File: src/rtl/register_file_n.sv
`default_nettype none
// ============================================================================
// Module   : register_file_n
// Brief    : NUM_T temporary plus NUM_R general registers. Masked inc/dec/load/clear
//            writes, two combinational read ports, and a sticky overflow flag.
// Revision : 1.0  initial release
// ============================================================================
module register_file_n #(
  parameter int NBITS = 8,
  parameter int NUM_R = 4,
  parameter int NUM_T = 4,
  parameter int SAT   = 0,
  parameter int SW    = (NUM_R + NUM_T > 1) ? $clog2(NUM_R + NUM_T) : 1
) (
  input  logic             clock,
  input  logic             reset,
  input  logic [NBITS-1:0] i,
  input  logic [1:0]       FunSel,
  input  logic [NUM_R-1:0] RSel,
  input  logic [NUM_T-1:0] TSel,
  input  logic [SW-1:0]    O1Sel,
  input  logic [SW-1:0]    O2Sel,
  input  logic             ClrOvf,
  output logic [NBITS-1:0] O1,
  output logic [NBITS-1:0] O2,
  output logic             Ovf
);

  localparam int               NREG     = NUM_R + NUM_T;
  localparam logic [NBITS-1:0] ZERO     = '0;
  localparam logic [NBITS-1:0] ONE      = NBITS'(1);
  localparam logic [NBITS-1:0] ALL_ONES = {NBITS{1'b1}};
  localparam logic [1:0]       FN_DEC   = 2'b00;
  localparam logic [1:0]       FN_INC   = 2'b01;
  localparam logic [1:0]       FN_LOAD  = 2'b10;

  logic [NBITS-1:0] regs_q [NREG];
  logic [NBITS-1:0] regs_d [NREG];
  logic [NREG-1:0]  wr_en;
  logic             ovf_q;
  logic             ovf_d;
  logic             ovf_hit;

  // Storage is ordered by read-select value: T1..T(NUM_T), then R1..R(NUM_R).
  for (genvar k = 0; k < NUM_T; k++) begin : g_t_en
    assign wr_en[k] = TSel[NUM_T-1-k];
  end
  for (genvar k = 0; k < NUM_R; k++) begin : g_r_en
    assign wr_en[NUM_T+k] = RSel[NUM_R-1-k];
  end

  always_comb begin
    ovf_hit = 1'b0;
    for (int k = 0; k < NREG; k++) begin
      regs_d[k] = regs_q[k];
      if (wr_en[k]) begin
        case (FunSel)
          FN_DEC: begin
            if (regs_q[k] == ZERO) begin
              ovf_hit   = 1'b1;
              regs_d[k] = (SAT != 0) ? ZERO : ALL_ONES;
            end else begin
              regs_d[k] = regs_q[k] - ONE;
            end
          end
          FN_INC: begin
            if (regs_q[k] == ALL_ONES) begin
              ovf_hit   = 1'b1;
              regs_d[k] = (SAT != 0) ? ALL_ONES : ZERO;
            end else begin
              regs_d[k] = regs_q[k] + ONE;
            end
          end
          FN_LOAD: regs_d[k] = i;
          default: regs_d[k] = ZERO;
        endcase
      end
    end
    // A fresh boundary hit outranks a simultaneous clear request.
    ovf_d = ovf_hit | (ovf_q & ~ClrOvf);
  end

  always_ff @(posedge clock) begin
    if (reset) begin
      for (int k = 0; k < NREG; k++) begin
        regs_q[k] <= ZERO;
      end
      ovf_q <= 1'b0;
    end else begin
      for (int k = 0; k < NREG; k++) begin
        regs_q[k] <= regs_d[k];
      end
      ovf_q <= ovf_d;
    end
  end

  always_comb begin
    O1 = ZERO;
    O2 = ZERO;
    for (int k = 0; k < NREG; k++) begin
      if (O1Sel == SW'(k)) O1 = regs_q[k];
      if (O2Sel == SW'(k)) O2 = regs_q[k];
    end
  end

  assign Ovf = ovf_q;

endmodule
`default_nettype wire

File: config.mk
export PLATFORM = sky130hd
export DESIGN_NAME = register_file_n
export DESIGN_NICKNAME = d
export VERILOG_FILES = /design/src/rtl/register_file_n.sv
export SDC_FILE = /design/constraint.sdc
export NUM_CORES = 1
export LEC_CHECK = 0
export CAP_MARGIN = 20
export CORE_MARGIN = 8
export CORE_UTILIZATION = 48
export CTS_BUF_LIST = sky130_fd_sc_hd__clkbuf_16
export CTS_CLUSTER_DIAMETER = 100
export CTS_CLUSTER_SIZE = 14
export DETAILED_ROUTE_END_ITERATION = 10
export GPL_TIMING_DRIVEN = 0
export PLACE_DENSITY = 0.7
export SYNTH_ARGS = -nofsm -noshare
export SYNTH_HDL_FRONTEND = slang
export SYNTH_SLANG_ARGS = --single-unit
export TNS_END_PERCENT = 10
File: constraint.sdc
create_clock -name clock -period 6 [get_ports clock]
set_clock_uncertainty 0.05 [all_clocks]
set_input_delay 1.2 -clock clock [delete_from_list [all_inputs] [get_ports clock]]
set_output_delay 1.2 -clock clock [all_outputs]
set_load 0.01 [all_outputs]
==> flow_metrics.tcl <==
set metrics [dict create \
    min_path_type "register to register" \
    timing.final.crit_period_ns 5.27 \
    finalSetupViolations 0 \
    die_h_um 134 \
    postCtsSetupRepairBufs 0 \
    clk_latency_ns 0.36 \
    routed_via_density 6.89 \
    worst_pin_slew_ns 1.09 \
    cts_tree "built" \
    fin_hold_ws_ns 0.563 \
    cp_max_fo 10 \
    cts_buffer_depth 2 \
    ctsHtreeMaxLevel 3 \
    fin_nets 1061 \
    crit_path_end_kind "primary output" \
    syn_nets 1012 \
    grt_pass1_vias 7226 \
    status "completed" \
    dp_hpwl_um 20500 \
    drc 0 \
    dp_slack_ns 0.853 \
    multi_input_area_mm2 0.00478 \
    wl_per_cell_um 24.1 \
    maxSlewViolCount 0 \
    grt_overflow_total 0 \
    ys_warn_count 0 \
    clkSinkCount 65 \
    hold_violations 0 \
    critPathRequiredTime_ns 4.75 \
    drive_above_1_share_pct 6.27 \
    cts_resized 0 \
    fmax_ghz 0.190 \
    final_antenna_net_count 0 \
    peakVddDrop_v 0.000155 \
    clock-root-buffer "clkbuf_16" \
    grt_setup_unrepaired "no" \
    p_per_area_mw_per_mm2 209 \
    start_util_pct 48.7 \
    dieArea_mm2 0.0179 \
    finalPower_mw 1.58 \
    avgSynthCellArea_um2 6.91 \
    syn_to_final_growth_pct 13.0 \
    n_antenna_cell 0 \
    relSlewSlack_pct 26.8 \
    ios 44 \
    period_share_pct 87.9 \
    synthCells 967 \
    initialDrtViolationCount 1346 \
    cts_buffers 9 \
    vias 8277 \
    placement.io_buffers 38 \
    register_area_mm2 0.00130 \
    setup_tns_ns 0 \
    start_kind "input port" \
    ys_ff_latch 65 \
    grt_pass1_wl_um 42600 \
    ys.flop_type "dfxtp_1" \
    route.final.wire_length_um 28900 \
    place.gp.congestion 1.05 \
    ys_seq_area_share_pct 19.5 \
    synth-edff-count 0 \
    maxCapViolCount 0 \
    layout_setup_ws_ns 0.726 \
    grt_max_degree 12 \
    fin_util_pct 55.0 \
    postCtsHoldBufs 0 \
    r2r_cells 8 \
    cp.arrival_ns 4.02 \
    syn-cell-area_mm2 0.00668 \
    path_clk_slew_ns 0.06 \
    n_fill_cell 1398 \
    chipWidth_um 134 \
    ys_async_sr_fraction_pct 0 \
    path_class "input port to primary output" \
    dr.pass1.iters 6 \
    antenna_found_initial 0 \
    grt.total_usage_pct 31.1 \
    coreArea_mm2 0.0137 \
    holdPathStages 2 \
    ys_types 76 \
    p_leak_nw 2.64 \
    rows 43 \
]
==> state kept, by name, summed over array words and instances, names as in the netlist <==
| register | flops |
|---|---|
| Ovf | 1 |
| regs_q | 64 |
==> worst paths after layout <==
kind                      start             to  slack [ns]
hold / removal    regs_q[0][17]  regs_q[0][17]        0.56
setup reg to reg   regs_q[1][0]            Ovf        3.02
hold reg to reg   regs_q[0][17]  regs_q[0][17]        0.56
setup / recovery       O1Sel[2]          O1[2]        0.73
==> stage by stage <==
step,instances,instance area [µm²]
floorplan,967,6680
CTS,1201,7550
detailed placement,1185,7290
global placement,1185,7290
finish,1201,7550
global route,1201,7550
==> worst max-delay path, stage by stage <==
cell             delay, ns
clkdlybuf4s50_1       0.59
buf_1                 0.57
clkbuf_1              0.42
o21ai_0               0.14
o221ai_1              0.37
a22o_1                0.20
clkdlybuf4s50_1       0.54
==> cells by family after synthesis <==
family / count (synthesis) / synth area share, %
xor+xnor: 25 / 3.28
flops: 65 / 19.5
fa+ha+maj: 18 / 3.37
simple gates: 316 / 23.6
mux: 31 / 6.37
buf+inv: 149 / 8.95
compound gates: 363 / 34.9
==> cells in the mapped netlist, types with 5 or more instances <==
library cell | count | share of area [%]
o21ai_0 | 108 | 8.1
nand2_1 | 96 | 5.4
clkbuf_1 | 89 | 5.0
a21oi_1 | 77 | 5.8
dfxtp_1 | 65 | 19
nor2_1 | 65 | 3.7
inv_1 | 43 | 2.4
nand3_1 | 37 | 2.8
a31oi_1 | 22 | 2.1
o31ai_1 | 22 | 2.5
ha_1 | 18 | 3.4
nor3_1 | 18 | 1.3
o22ai_1 | 16 | 1.5
a22oi_1 | 15 | 1.7
xnor2_1 | 14 | 1.8
nand4_1 | 13 | 1.2
nor2b_1 | 13 | 1.2
mux2_2 | 12 | 2.0
mux2i_1 | 11 | 1.6
xor2_1 | 11 | 1.4
and3_1 | 10 | 0.94
nor3b_1 | 10 | 1.1
a221oi_1 | 9 | 1.2
a22o_1 | 9 | 1.2
o21a_1 | 9 | 1.0
o221ai_1 | 9 | 1.2
a211oi_1 | 8 | 0.90
mux4_2 | 8 | 2.7
nand2b_1 | 8 | 0.75
or4_1 | 8 | 0.90
buf_2 | 7 | 0.52
nor4_1 | 7 | 0.66
or3_1 | 7 | 0.66
a21o_1 | 6 | 0.67
buf_1 | 6 | 0.34
a21boi_0 | 5 | 0.56
o211ai_1 | 5 | 0.56
==> cells in the final DEF (no fill, tap or decap), types with 16 or more instances in the layout <==
cell and instances:
ha_1 18, nand2_1 96, nand3_1 37, a31oi_1 22, clkbuf_1 89, dfxtp_1 65
o21ai_0 108, inv_1 43, clkdlybuf4s50_1 38, a21oi_1 77, nor2_1 65, o22ai_1 16
nor3_1 18, o31ai_1 22
==> power breakdown <==
part	leakage (nW)	total (mW)	internal, mW	switching, mW
Sequential	0.534	0.486	0.462	0.0233
Combinational	1.98	0.590	0.220	0.370
Clock	0.126	0.502	0.275	0.228
==> metal layers <==
metal	share of wire (%)	GRT usage, %	vias to the layer above
met5	0	0	-
met4	6.2	21.8	0
met3	14	8.26	124
met2	42	44.0	657
met1	38	40.1	3827
li1	-	-	3669
==> layout make-up <==
| type | instances | area share [%] |
|---|---|---|
| clock buffers | 9 | 2.98 |
| multi-input cells | 753 | 63.3 |
| flip-flops and latches | 65 | 17.2 |
| repair buffers | 38 | 5.04 |
| plain buffers | 106 | 5.78 |
| well taps | 180 | 2.98 |
| inverters | 43 | 2.14 |
| clock inverters | 7 | 0.497 |
Power figures use the tool's default switching activity.
